`src/rtl/rv_decode_pkg.sv`:
```
// Shared RV32I/RV64I decode definitions: opcodes, format codes, the decoded-field bundle
// and the opcode-to-format mapping.
package rv_decode_pkg;

    localparam logic [6:0] OPC_OP       = 7'b0110011;
    localparam logic [6:0] OPC_OP_IMM   = 7'b0010011;
    localparam logic [6:0] OPC_LOAD     = 7'b0000011;
    localparam logic [6:0] OPC_STORE    = 7'b0100011;
    localparam logic [6:0] OPC_BRANCH   = 7'b1100011;
    localparam logic [6:0] OPC_JAL      = 7'b1101111;
    localparam logic [6:0] OPC_JALR     = 7'b1100111;
    localparam logic [6:0] OPC_LUI      = 7'b0110111;
    localparam logic [6:0] OPC_AUIPC    = 7'b0010111;
    localparam logic [6:0] OPC_MISC_MEM = 7'b0001111;
    localparam logic [6:0] OPC_SYSTEM   = 7'b1110011;

    localparam logic [2:0] FMT_R   = 3'd0;
    localparam logic [2:0] FMT_I   = 3'd1;
    localparam logic [2:0] FMT_S   = 3'd2;
    localparam logic [2:0] FMT_B   = 3'd3;
    localparam logic [2:0] FMT_U   = 3'd4;
    localparam logic [2:0] FMT_J   = 3'd5;
    localparam logic [2:0] FMT_ILL = 3'd7;

    // XLEN-independent part of a decoded instruction; pc/imm are added by the top.
    typedef struct packed {
        logic [6:0] opcode;
        logic [2:0] fmt;
        logic [4:0] rd;
        logic [4:0] rs1;
        logic [4:0] rs2;
        logic [2:0] func3;
        logic [6:0] func7;
        logic       rs1_en;
        logic       rs2_en;
        logic       rd_we;
        logic       illegal;
    } decoded_t;

    function automatic logic [2:0] opcode_fmt(input logic [6:0] opc);
        case (opc)
            OPC_OP:                                  return FMT_R;
            OPC_OP_IMM, OPC_LOAD, OPC_JALR,
            OPC_MISC_MEM, OPC_SYSTEM:                return FMT_I;
            OPC_STORE:                               return FMT_S;
            OPC_BRANCH:                              return FMT_B;
            OPC_LUI, OPC_AUIPC:                      return FMT_U;
            OPC_JAL:                                 return FMT_J;
            default:                                 return FMT_ILL;
        endcase
    endfunction

endpackage

```
`src/rtl/rv_imm_gen.sv`:
```
// Immediate generator: assembles the format-specific immediate and sign-extends it to XLEN.
module rv_imm_gen
    import rv_decode_pkg::*;
#(
    parameter int XLEN = 32
) (
    input  logic [31:7]     instr,
    input  logic [2:0]      fmt,
    output logic [XLEN-1:0] imm
);

    logic [31:0] imm32;

    always_comb begin
        case (fmt)
            FMT_I:   imm32 = {{20{instr[31]}}, instr[31:20]};
            FMT_S:   imm32 = {{20{instr[31]}}, instr[31:25], instr[11:7]};
            FMT_B:   imm32 = {{19{instr[31]}}, instr[31], instr[7], instr[30:25], instr[11:8], 1'b0};
            FMT_U:   imm32 = {instr[31:12], 12'b0};
            FMT_J:   imm32 = {{11{instr[31]}}, instr[31], instr[19:12], instr[20], instr[30:21], 1'b0};
            default: imm32 = '0;
        endcase
    end

    // Every 32-bit immediate already carries instr[31] in bit 31, so widen from there.
    always_comb begin
        imm       = {XLEN{imm32[31]}};
        imm[31:0] = imm32;
    end

endmodule

```
`src/rtl/instr_decode_stage.sv`:
```
// Decode stage: field split, illegal check and a 1- or 2-entry valid/ready output buffer
// with flush.
module instr_decode_stage
    import rv_decode_pkg::*;
#(
    parameter int XLEN    = 32,
    parameter bit SKID_EN = 1,
    parameter bit ZERO_X  = 1
) (
    input  logic            clk,
    input  logic            reset,
    input  logic            flush,
    input  logic            in_valid,
    output logic            in_ready,
    input  logic [31:0]     in_instr,
    input  logic [XLEN-1:0] in_pc,
    output logic            out_valid,
    input  logic            out_ready,
    output logic [XLEN-1:0] out_pc,
    output logic [6:0]      out_opcode,
    output logic [2:0]      out_fmt,
    output logic [4:0]      out_rd,
    output logic [4:0]      out_rs1,
    output logic [4:0]      out_rs2,
    output logic [2:0]      out_func3,
    output logic [6:0]      out_func7,
    output logic [XLEN-1:0] out_imm,
    output logic            out_rs1_en,
    output logic            out_rs2_en,
    output logic            out_rd_we,
    output logic            out_illegal
);

    localparam logic [4:0] FILL5 = ZERO_X ? 5'd0 : 5'bx;
    localparam logic [6:0] FILL7 = ZERO_X ? 7'd0 : 7'bx;

    typedef struct packed {
        logic [XLEN-1:0] pc;
        logic [XLEN-1:0] imm;
        decoded_t        d;
    } bundle_t;

    logic [6:0]      opcode;
    logic [2:0]      fmt;
    logic [2:0]      func3;
    logic [6:0]      func7;
    logic            illegal;
    logic [XLEN-1:0] imm;
    bundle_t         dec;
    bundle_t         main_q;
    bundle_t         skid_q;
    logic            valid_q;
    logic            skid_valid;
    logic            in_xfer;

    assign opcode = in_instr[6:0];
    assign func3  = in_instr[14:12];
    assign func7  = in_instr[31:25];
    assign fmt    = opcode_fmt(opcode);

    rv_imm_gen #(.XLEN(XLEN)) u_imm_gen (
        .instr (in_instr[31:7]),
        .fmt   (fmt),
        .imm   (imm)
    );

    always_comb begin
        illegal = (in_instr[1:0] != 2'b11)
               || (fmt == FMT_ILL)
               || (fmt == FMT_R && func7 != 7'b0000000 && func7 != 7'b0100000)
               || (opcode == OPC_JALR && func3 != 3'b000)
               || (opcode == OPC_BRANCH && (func3 == 3'b010 || func3 == 3'b011));
    end

    always_comb begin
        dec          = '0;
        dec.pc       = in_pc;
        dec.imm      = imm;
        dec.d.opcode = opcode;
        dec.d.fmt    = fmt;
        dec.d.func3  = func3;
        dec.d.illegal = illegal;
        dec.d.rs1_en = !illegal && (fmt inside {FMT_R, FMT_I, FMT_S, FMT_B});
        dec.d.rs2_en = !illegal && (fmt inside {FMT_R, FMT_S, FMT_B});
        dec.d.rd_we  = !illegal && (fmt inside {FMT_R, FMT_I, FMT_U, FMT_J}) && (in_instr[11:7] != 5'd0);
        dec.d.rd     = dec.d.rd_we  ? in_instr[11:7]  : FILL5;
        dec.d.rs1    = dec.d.rs1_en ? in_instr[19:15] : FILL5;
        dec.d.rs2    = dec.d.rs2_en ? in_instr[24:20] : FILL5;
        dec.d.func7  = (fmt == FMT_R && !illegal) ? func7 : FILL7;
    end

    // The skid only fills while main is valid, so !skid_valid also means "room for one more".
    assign in_ready = SKID_EN ? !skid_valid : (!valid_q || out_ready);
    assign in_xfer  = in_valid && in_ready;

    always_ff @(posedge clk) begin
        if (reset) begin
            main_q     <= '0;
            skid_q     <= '0;
            valid_q    <= 1'b0;
            skid_valid <= 1'b0;
        end else if (flush) begin
            valid_q    <= 1'b0;
            skid_valid <= 1'b0;
        end else if (!valid_q || out_ready) begin
            if (skid_valid) begin
                main_q     <= skid_q;
                skid_valid <= 1'b0;
            end else if (in_xfer) begin
                main_q  <= dec;
                valid_q <= 1'b1;
            end else begin
                valid_q <= 1'b0;
            end
        end else if (in_xfer) begin
            skid_q     <= dec;
            skid_valid <= 1'b1;
        end
    end

    assign out_valid   = valid_q;
    assign out_pc      = main_q.pc;
    assign out_imm     = main_q.imm;
    assign out_opcode  = main_q.d.opcode;
    assign out_fmt     = main_q.d.fmt;
    assign out_rd      = main_q.d.rd;
    assign out_rs1     = main_q.d.rs1;
    assign out_rs2     = main_q.d.rs2;
    assign out_func3   = main_q.d.func3;
    assign out_func7   = main_q.d.func7;
    assign out_rs1_en  = main_q.d.rs1_en;
    assign out_rs2_en  = main_q.d.rs2_en;
    assign out_rd_we   = main_q.d.rd_we;
    assign out_illegal = main_q.d.illegal;

endmodule

```
`config.mk`:
```
export PLATFORM = sky130hd
export DESIGN_NAME = instr_decode_stage
export DESIGN_NICKNAME = d
export VERILOG_FILES = /design/src/rtl/rv_decode_pkg.sv /design/src/rtl/rv_imm_gen.sv /design/src/rtl/instr_decode_stage.sv
export SDC_FILE = /design/constraint.sdc
export NUM_CORES = 1
export LEC_CHECK = 0
export BUFFER_PORTS_ARGS = -buffer_cell sky130_fd_sc_hd__buf_2
export CAP_MARGIN = 20
export CORE_ASPECT_RATIO = 1.5
export CORE_UTILIZATION = 35
export DETAILED_ROUTE_END_ITERATION = 10
export PLACE_DENSITY = 0.53
export SYNTH_ARGS = -nofsm -noshare
export SYNTH_HDL_FRONTEND = slang
export SYNTH_SLANG_ARGS = --single-unit
```
`constraint.sdc`:
```
create_clock -name clk -period 1.9 [get_ports clk]
set_clock_uncertainty 0.05 [all_clocks]
set_input_delay 0.19 -clock clk [delete_from_list [all_inputs] [get_ports clk]]
set_output_delay 0.19 -clock clk [all_outputs]
set_load 0.01 [all_outputs]
```
==> results.py, run 1 <==
metrics = {
    "run_status": {
        "outcome": "finished, final reports clean",
    },
    "clock_tree": {
        "ctsHtreeMaxLevel": 1,
        "tritoncts": "done",
        "cts.reportedPaths.clkPinSlew_ns": 0.06,
        "cts_inserted_buffers": 22,
        "clkLatencyLatePin_ns": 0.51,
        "clock_sink_count": 208,
        "cts_buffer_depth": 3,
        "ctsRootBufferMaster": "clkbuf_16",
    },
    "die": {
        "core-area_mm2": 0.02461,
        "dieArea_mm2": 0.02592,
        "design.portCount": 174,
        "die_h_um": 196.7,
        "die_w_um": 131.8,
        "floorplan.rows": 70,
        "floorplan.initialDensity_pct": 35.94,
    },
    "power": {
        "power-per-cell-area_mw_per_mm2": 832.8,
        "static-leakage-power_nw": 4.683,
        "worst_ir_drop_vdd_mv": 0.5154,
    },
    "cells_and_area": {
        "fillers": 2451,
        "post_route_cells_drive_above_1_share_pct": 23.33,
        "synthToLayoutAreaGrowth_pct": 32.85,
        "num-nets-final": 1340,
    },
    "synthesis": {
        "asyncSetResetFlopFracSynth_pct": 0,
        "yosysSeqAreaShare_pct": 47.08,
        "syn-cell-area_mm2": 0.008845,
        "synth-compound-area-share_pct": 23.41,
        "synth_enable_flop_cells": 0,
        "synth_top_family_by_area": "compound AO/OA/AOI/OAI gates",
        "synthCells": 1046,
        "netlist-cell-type-count": 68,
        "yosys-top-cells-area": "dfxtp_1, nand2_1, a21oi_1",
        "synth_simple_gate_area_share_pct": 19.68,
        "synthXorXnorAreaFrac_pct": 0.09902,
        "post_synth_most_frequent_cells": "dfxtp_1, nand2_1, a21oi_1",
        "synth_area_per_cell_um2": 8.456,
        "post-synth-top-area-cell": "dfxtp_1",
        "synth.area.mux_share_pct": 4.753,
        "synthDominantCellAreaShare_pct": 47.08,
        "ys.flop_type": "dfxtp_1",
        "yosysMostFrequentCell": "dfxtp_1",
        "yosysWarnings": 0,
        "number_of_synthesized_register_bits": 208,
        "synth_nets": 1115,
        "post_synthesis_share_of_cell_area_spent_on_full_adders_half_adders_and_majority_gates_pct": 0,
    },
    "global_route": {
        "largest_net_degree_at_the_start_of_global_routing": 68,
        "globalRoute.totalOverflow": 0,
        "antenna_violations_before_repair": 1,
        "first_global_vias": 7916,
        "grt_pass1_wl_mm": 42.44,
        "grt_use_total_pct": 20.22,
    },
    "min_path": {
        "worst_hold_startpoint": "out_ready",
        "type_of_the_most_critical_hold_path": "input port to flip-flop",
        "sink_of_the_worst_hold_path": "out_valid",
        "hold_path_depth": 4,
    },
    "timing": {
        "fmax_mhz": 548.2,
        "maxSlewViolCount": 0,
        "report.final.setup_viol": 0,
        "layout_worst_path_cycle_share_pct": 96.01,
        "setup_tns_ns": 0,
        "worst_relative_slew_slack_pct": 56.98,
        "hold_viol": 0,
        "worstMarginPinSlew_ns": 0.6453,
        "setup_slack_ns": 0.07573,
        "final.min_clock_period_ns": 1.824,
    },
    "drt": {
        "avgViaCountPerCell": 5.178,
        "via_count": 8341,
        "postRouteWirelength_mm": 26.70,
        "drtPass1Iterations": 4,
        "remaining_drc_errors": 0,
        "drt_iter0_drc": 373,
        "avgRoutedWirePerCell_um": 16.57,
        "postRouteAntennaNets": 0,
    },
    "worst_setup_path": {
        "start_kind": "input port",
        "critical_path.max_fanout": 15,
        "worst-endpoint-arrival_ns": 2.15,
        "worst-r2r-cell-count": 6,
        "worstSetupPathType": "input port to flip-flop",
        "critical_path.endpoint_type": "flip-flop",
        "regToRegSetupSlack_ns": 0.14,
        "worst_r2r_startpoint": "skid_valid",
        "timing.rr.end": "skid_q[44]",
        "timing.critical_path.required_ns": 2.23,
    },
    "placement": {
        "gp_congestion": 0.8745,
        "place_ws_ns": -0.01675,
        "numPortBuffers": 173,
        "dpl.hpwl_mm": 17.81,
    },
    "run": {
        "max_cap_viol_count": 0,
    },
}
[sequential cells by signal, indices dropped and copies added, names as in the netlist]
signal,count
out_opcode,7
out_rd_we,1
out_valid,1
out_rs1,5
skid_valid,1
out_func7,7
out_illegal,1
out_imm,32
out_pc,32
out_fmt,3
skid_q,103
out_func3,3
out_rs2_en,1
out_rs2,5
out_rs1_en,1
out_rd,5
[cell families after synthesis]
family	count (synthesis)
muxes	42
and+or+nand+nor	372
buffers and inverters	101
AOI/OAI and AO/OA	322
xor gates and xnor gates	1
DFF	208
[layout by cell type (no fill, tap or decap), types with 12 or more instances in the layout]
| master | instances |
|---|---|
| nor2_1 | 74 |
| buf_4 | 45 |
| and3_1 | 42 |
| mux2i_1 | 42 |
| buf_12 | 15 |
| o21ai_0 | 70 |
| buf_2 | 171 |
| dfxtp_1 | 207 |
| dlygate4sd3_1 | 63 |
| clkbuf_16 | 23 |
| nand3_1 | 33 |
| a211oi_1 | 47 |
| a21oi_1 | 124 |
| o21ai_1 | 12 |
| nand2_1 | 165 |
[final cells by class]
cell class | count | area (um2) | share of cell area, %
repair buffers | 295 | 2132 | 18.15
well taps | 324 | 405.4 | 3.450
clock inverters | 1 | 8.758 | 0.07454
diodes | 1 | 2.502 | 0.02130
clock buffers | 38 | 701.9 | 5.974
multi-input cells | 737 | 4305 | 36.64
flip-flops and latches | 208 | 4168 | 35.47
inverters | 7 | 26.28 | 0.2236
[how the worst max path moves through the flow]
stage                 startpoint           to  slack, ns
floorplan              out_valid  out_imm[20]       0.24
detailed placement   in_instr[3]   out_rs1[1]      -0.02
finish              in_instr[14]   out_rs1_en       0.08
global route        in_instr[14]   out_rs1_en      -0.01
global placement     in_instr[3]   skid_q[23]       0.01
CTS                 in_instr[28]   skid_q[23]       0.02
[where the power goes]
group / total (mW) / switching (mW) / internal [mW] / leakage (nW)
Combinational: 1.03 / 0.583 / 0.443 / 2.65
Clock: 4.22 / 1.72 / 2.50 / 0.348
Sequential: 4.54 / 0.0616 / 4.48 / 1.69
[metrics by stage]
| step | utilization, % | instances | power, mW | instance area, um2 | hold slack (ns) |
|---|---|---|---|---|---|
| after floorplan | - | 1046 | 5.117 | 8845 | 0.2569 |
| after global placement | 41.90 | 1504 | 5.543 | 10310 | 0.3766 |
| after detailed placement | 41.90 | 1504 | 5.552 | 10310 | 0.3857 |
| after CTS | 47.37 | 1606 | 9.924 | 11660 | 0.02125 |
| after global routing | 47.73 | 1610 | 10.18 | 11750 | 0.04050 |
| final | 47.74 | 1611 | 9.786 | 11750 | 0.04824 |
[critical path, stage by stage]
cell and delay [ns]:
dlygate4sd3_1 0.55, buf_2 0.17, nand2b_1 0.18, a2111oi_2 0.55, a41oi_4 0.09, buf_4 0.23
nand4_1 0.10, a31oi_1 0.07
[metal layers]
layer	global-route usage, %	vias up	part of all wire (%)	wire, um
li1	-	4179	-	-
met1	24.93	3933	44	11650
met4	5.900	0	1.9	519
met2	36.70	199	50	13480
met3	2.315	30	3.9	1051
met5	0	-	0	0
[repair_timing]
item	4_1_cts	5_1_grt
setup buffers	0	4
gates resized for setup	1	10
hold endpoints to repair	121	0
pin swaps	0	6
hold buffers	63	0
setup endpoints to repair	1	101
Note: power is estimated with default switching activity, not from simulation.
==> inputs of run 2 (changes only) <==
- ABC_AREA: not set -> 1
- CORE_MARGIN: not set -> 2
- MAX_ROUTING_LAYER: not set -> met4
==> run 2 against run 1 <==
Routed wire length grew 1.7%; first-iteration DRC count up 3.8%; utilization fell by 1.3 points; clock power up 4%; via count up 2.7%; largest power group unchanged.
==> results.py, run 2 <==
metrics = {
    "placement": {
        "numPortBuffers": 173,
        "dpl.hpwl_mm": 17.84,
        "place_ws_ns": 0.004803,
        "place_inst": 1661,
        "gp_congestion": 0.8718,
        "place_area_mm2": 0.01018,
    },
    "worst_setup_path": {
        "critical_path.max_fanout": 6,
        "start_kind": "input port",
        "worstSetupPathType": "input port to flip-flop",
        "worst-endpoint-arrival_ns": 2.12,
        "timing.critical_path.required_ns": 2.22,
        "critical_path.endpoint_type": "flip-flop",
    },
    "synthesis": {
        "ys.flop_type": "dfxtp_1",
        "synthDominantCellAreaShare_pct": 47.37,
        "yosysMostFrequentCell": "nand2_1",
        "syn-cell-area_mm2": 0.008790,
        "yosys-top-cells-area": "dfxtp_1, a21oi_1, o21ai_0",
        "post_synth_most_frequent_cells": "nand2_1, dfxtp_1, a21oi_1",
        "synth_enable_flop_cells": 0,
        "synth_nets": 1278,
        "yosysWarnings": 0,
        "synth_area_per_cell_um2": 7.270,
        "number_of_synthesized_register_bits": 208,
        "asyncSetResetFlopFracSynth_pct": 0,
        "synthCells": 1209,
        "post-synth-top-area-cell": "dfxtp_1",
        "yosysSeqAreaShare_pct": 47.37,
        "netlist-cell-type-count": 34,
    },
    "timing": {
        "hold_viol": 0,
        "report.final.setup_viol": 0,
        "fmax_mhz": 556.9,
        "layout_worst_path_cycle_share_pct": 94.51,
        "final.min_clock_period_ns": 1.796,
        "grt_setup_unrepaired": "true",
        "maxSlewViolCount": 0,
        "setup_slack_ns": 0.1043,
        "worst_relative_slew_slack_pct": 62.28,
        "worstMarginPinSlew_ns": 0.5659,
    },
    "die": {
        "design.portCount": 174,
        "die_h_um": 198.1,
        "floorplan.rows": 71,
        "dieArea_mm2": 0.02642,
        "floorplan.initialDensity_pct": 35.34,
        "core-area_mm2": 0.02487,
        "die_w_um": 133.4,
    },
    "global_route": {
        "first_global_vias": 8108,
        "antenna_violations_before_repair": 1,
        "grt_pass1_wl_mm": 42.99,
        "globalRoute.totalOverflow": 0,
        "grt_use_total_pct": 20.79,
        "largest_net_degree_at_the_start_of_global_routing": 104,
    },
    "clock_tree": {
        "clock_sink_count": 208,
        "tritoncts": "done",
        "cts.reportedPaths.clkPinSlew_ns": 0.06,
        "ctsHtreeMaxLevel": 1,
        "cts_inserted_buffers": 22,
        "ctsRootBufferMaster": "clkbuf_16",
        "cts_buffer_depth": 3,
        "clkLatencyLatePin_ns": 0.51,
    },
    "power": {
        "static-leakage-power_nw": 5.442,
        "worst_ir_drop_vdd_mv": 0.6085,
        "power.clock.fraction_pct": 44.9,
        "fin_total_pwr_mw": 9.773,
        "cell_internal_pwr_mw": 7.431,
        "comb_power_share_pct": 8.8,
        "seq_power_share_pct": 46.2,
        "sw_frac_of_total_pct": 23.97,
        "power-per-cell-area_mw_per_mm2": 846.4,
        "net-switching-power_mw": 2.342,
    },
    "drt": {
        "postRouteAntennaNets": 0,
        "drt_iter0_drc": 387,
        "avgRoutedWirePerCell_um": 15.46,
        "avgViaCountPerCell": 4.878,
        "remaining_drc_errors": 0,
        "via_count": 8566,
        "postRouteWirelength_mm": 27.14,
        "drtPass1Iterations": 5,
    },
    "cells_and_area": {
        "post-route-cell-area_mm2": 0.01155,
        "final-instance-count-excl-fill": 1756,
        "num-nets-final": 1480,
        "mostFrequentLayoutCells": "dfxtp_1, nand2_1, buf_2",
        "fin_util_pct": 46.42,
        "final_common_cell": "dfxtp_1",
        "synthToLayoutAreaGrowth_pct": 31.36,
        "largest_register": "skid_q",
        "largest_register_ffs": 103,
        "post_route_cells_drive_above_1_share_pct": 22.07,
    },
    "run": {
        "max_cap_viol_count": 0,
    },
    "run_status": {
        "outcome": "finished, final reports clean",
    },
    "min_path": {
        "type_of_the_most_critical_hold_path": "input port to flip-flop",
    },
}
## run 2: changes by cell type after synthesis, sizes merged, moves of 26 or more
cell    delta
o21ai    +118
a21oi     +37
a31oi     +40
buf       -26
inv      +132
a211oi    -47
and3      -42
nand2     +51
mux2i     -42
## run 2: power by group through the flow
stage               logic (mW)  registers, mW  clock network [mW]
finish                   0.863           4.52                4.39
global route             0.955           4.53                4.70
CTS                      0.854           4.52                4.52
detailed placement       0.770           4.61                   0
global placement         0.768           4.61                   0
floorplan                0.372           4.64                   0
## run 2: worst paths after layout
kind	from	endpoint	slack [ns]	depth (start not counted)
max	in_instr[6]	out_imm[28]	0.10	14
min	in_instr[0]	skid_q[32]	0.009	4
max reg2reg	skid_valid	skid_q[51]	0.24	9
min reg2reg	skid_q[6]	skid_q[6]	0.39	2
## run 2: stage by stage
stage | hold WS, ns | TNS, ns
5_1_grt | 0.02602 | -0.1122
3_5_place_dp | 0.3700 | 0
4_1_cts | 0.002500 | 0
3_3_place_gp | 0.3763 | 0
2_1_floorplan | 0.2185 | 0
6_report | 0.008737 | 0
## run 2: final cells by class
class	instances	area (um2)
Antenna cell	1	2.502
Clock buffer	33	643.1
Clock inverter	7	88.84
Fill cell	2592	13330
Inverter	138	518.0
Multi-Input combinational cell	772	3859
Sequential cell	208	4168
Tap cell	328	410.4
Timing Repair Buffer	269	1857
## run 2: cell families (layout without fill, tap and decap cells)
| family | count (synthesis) | count (layout) | share of synthesized area [%] |
|---|---|---|---|
| AND/OR/NAND/NOR | 346 | 346 | 16.67 |
| buffers and inverters | 229 | 447 | 9.893 |
| other | 0 | 1 | 0 |
| flip-flops | 208 | 208 | 47.37 |
| AO/OA/AOI/OAI | 426 | 426 | 26.06 |
## run 2: critical path: stages
cell and delay [ns]:
dlygate4sd3_1 0.52, buf_2 0.18, inv_2 0.07, nand2_1 0.08, nor2_1 0.05, nand2_1 0.10, nand3_2 0.16, nor2_4 0.16
nand2_2 0.09, nand2_4 0.12, buf_12 0.14, o21ai_2 0.06, o21ai_1 0.13, a21oi_1 0.08
## run 2: per-layer routing
metal	share of wire, %	GRT usage [%]	vias up
met5	0	-	-
met4	3.6	7.762	0
met3	5.1	3.559	51
met2	49	34.82	210
met1	43	25.06	3930
li1	-	-	4375
## run 2: repair_timing
item | in CTS | in global routing
endpoints found under the setup margin | 0 | 51
setup buffers | 0 | 2
hold endpoints to repair | 86 | 0
hold buffers | 52 | 0
gates resized for setup | 0 | 30
==> inputs of run 3 (changes only) <==
- ABC_AREA: 1 -> not set
==> run 3 against run 2 <==
Clock-buffer cell count decreased by 3; register-to-register slack got worse by 0.13 ns; combinational power rose by 21%; flip-flop and latch count unchanged; sequential power about the same; power up 0.43%; worst hold slack gained 0.027 ns; sequential share of layout area fell by 1.0 points; critical path type is now flip-flop to output port; largest power group unchanged.
==> results.py, run 3 (synthesis gave the netlist of run 1 again) <==
metrics = {
    "run_status": {
        "outcome": "finished, final reports clean",
    },
    "drt": {
        "drtPass1Iterations": 4,
        "postRouteWirelength_mm": 28.07,
        "avgRoutedWirePerCell_um": 17.29,
        "postRouteAntennaNets": 0,
        "drt_iter0_drc": 296,
        "remaining_drc_errors": 0,
        "avgViaCountPerCell": 5.123,
        "via_count": 8315,
    },
    "cells_and_area": {
        "largest_register_ffs": 103,
        "fillers": 2464,
        "mostFrequentLayoutCells": "dfxtp_1, buf_2, nand2_1",
        "final-instance-count-excl-fill": 1623,
        "post-route-cell-area_mm2": 0.01188,
        "synthToLayoutAreaGrowth_pct": 34.28,
        "final_common_cell": "dfxtp_1",
        "post_route_cells_drive_above_1_share_pct": 23.80,
        "multi_input_gate_area_mm2": 0.004294,
        "num-nets-final": 1350,
        "seq_area_mm2": 0.004168,
        "largest_register": "skid_q",
    },
    "clock_tree": {
        "cts_inserted_buffers": 21,
        "cts.reportedPaths.clkPinSlew_ns": 0.06,
        "tritoncts": "done",
        "ctsHtreeMaxLevel": 1,
        "ctsRootBufferMaster": "clkbuf_16",
        "cts_buffer_depth": 3,
        "clkLatencyLatePin_ns": 0.50,
        "clock_sink_count": 208,
    },
    "timing": {
        "hold_viol": 0,
        "hold_slack_ns": 0.03596,
        "fmax_mhz": 542.8,
        "worst_relative_slew_slack_pct": 61.49,
        "layout_worst_path_cycle_share_pct": 96.96,
        "worstMarginPinSlew_ns": 0.5777,
        "report.final.setup_viol": 0,
        "setup_slack_ns": 0.05770,
        "maxSlewViolCount": 0,
        "final.min_clock_period_ns": 1.842,
    },
    "worst_setup_path": {
        "worstPathCellList": "buf_16 -> clkinv_4 -> buf_4 -> buf_2",
        "slowest_delay_ns": 0.43,
        "regToRegSetupSlack_ns": 0.11,
        "timing.critical_path.required_ns": 1.66,
        "start_kind": "flip-flop",
        "worstSetupPathType": "flip-flop to output port",
        "critical_path.endpoint_type": "output port",
        "worst-endpoint-arrival_ns": 1.60,
        "critical_path.top_delay_family": "buffers and inverters",
        "critical_path.max_fanout": 17,
        "timing.critical_path.buf_inv": 4,
        "slowest_stage_cell_crit_path": "dfxtp_4",
    },
    "global_route": {
        "first_global_vias": 8185,
        "globalRoute.totalOverflow": 0,
        "largest_net_degree_at_the_start_of_global_routing": 112,
        "grt_use_total_pct": 21.28,
        "grt_pass1_wl_mm": 44.26,
        "antenna_violations_before_repair": 1,
    },
    "die": {
        "dieArea_mm2": 0.02658,
        "die_h_um": 198.7,
        "die_w_um": 133.8,
        "floorplan.initialDensity_pct": 35.43,
        "floorplan.rows": 71,
        "design.portCount": 174,
        "core-area_mm2": 0.02496,
    },
    "placement": {
        "gp_congestion": 0.8290,
        "place_ws_ns": -0.1275,
        "dpl.hpwl_mm": 17.81,
        "numPortBuffers": 173,
        "place_area_mm2": 0.01041,
        "place_inst": 1518,
    },
    "min_path": {
        "type_of_the_most_critical_hold_path": "input port to flip-flop",
    },
    "power": {
        "worst_ir_drop_vdd_mv": 0.5478,
        "power-per-cell-area_mw_per_mm2": 826.4,
        "static-leakage-power_nw": 4.767,
        "fin_total_pwr_mw": 9.815,
    },
    "run": {
        "max_cap_viol_count": 0,
    },
}
[run 3: final cells by class]
cell class,instances,share of cell area (%)
Antenna cell,1,0.02107
Clock buffer,30,5.141
Clock inverter,6,0.6743
Inverter,7,0.2634
Multi-Input combinational cell,737,36.16
Sequential cell,208,35.09
Tap cell,328,3.456
Timing Repair Buffer,306,19.20
[run 3: worst register-to-register path, cell delays in order (launching register included)]
cell      delay [ns]
dfxtp_4         0.40
nand2b_4        0.18
or3_4           0.37
nor2_1          0.13
buf_4           0.15
nand3_2         0.10
buf_12          0.18
o21ai_0         0.16
[run 3: report_power, final]
part	internal (mW)	switching (mW)	leakage, nW
clock	2.50	1.74	0.342
sequential	4.47	0.0608	1.69
combinational	0.448	0.590	2.73
[run 3: through the flow]
stage	setup TNS, ns	util [%]
3_5_place_dp	-1.307	41.68
5_1_grt	-0.004905	47.58
3_3_place_gp	-0.8359	41.68
2_1_floorplan	0	-
6_report	0	47.58
4_1_cts	0	47.36
[run 3: what timing repair did]
item / in CTS / in global routing
resized for setup: 5 / 7
endpoints found under the setup margin: 8 / 54
cloned: 2 / 0
pin swaps: 0 / 2
hold buffers: 64 / 0
endpoints found under the hold margin: 109 / 0
setup buffers: 0 / 2
[run 3: final timing paths]
kind | from | end | cells after the start
setup reg to reg | skid_valid | skid_q[1] | 7
setup / recovery | skid_valid | in_ready | 4
hold reg to reg | skid_q[17] | skid_q[17] | 2
hold / removal | out_ready | out_valid | 4
[run 3: per-layer routing]
layer  up-vias  wire length (um)  part of all wire (%)  global-route usage (%)
met4         0               996                   3.5                   7.683
met3        58              1011                   3.6                   2.141
met1      3873             12140                    43                   25.52
met2       181             13920                    50                   37.04
li1       4203                 -                     -                       -
met5         -                 0                     0                       -
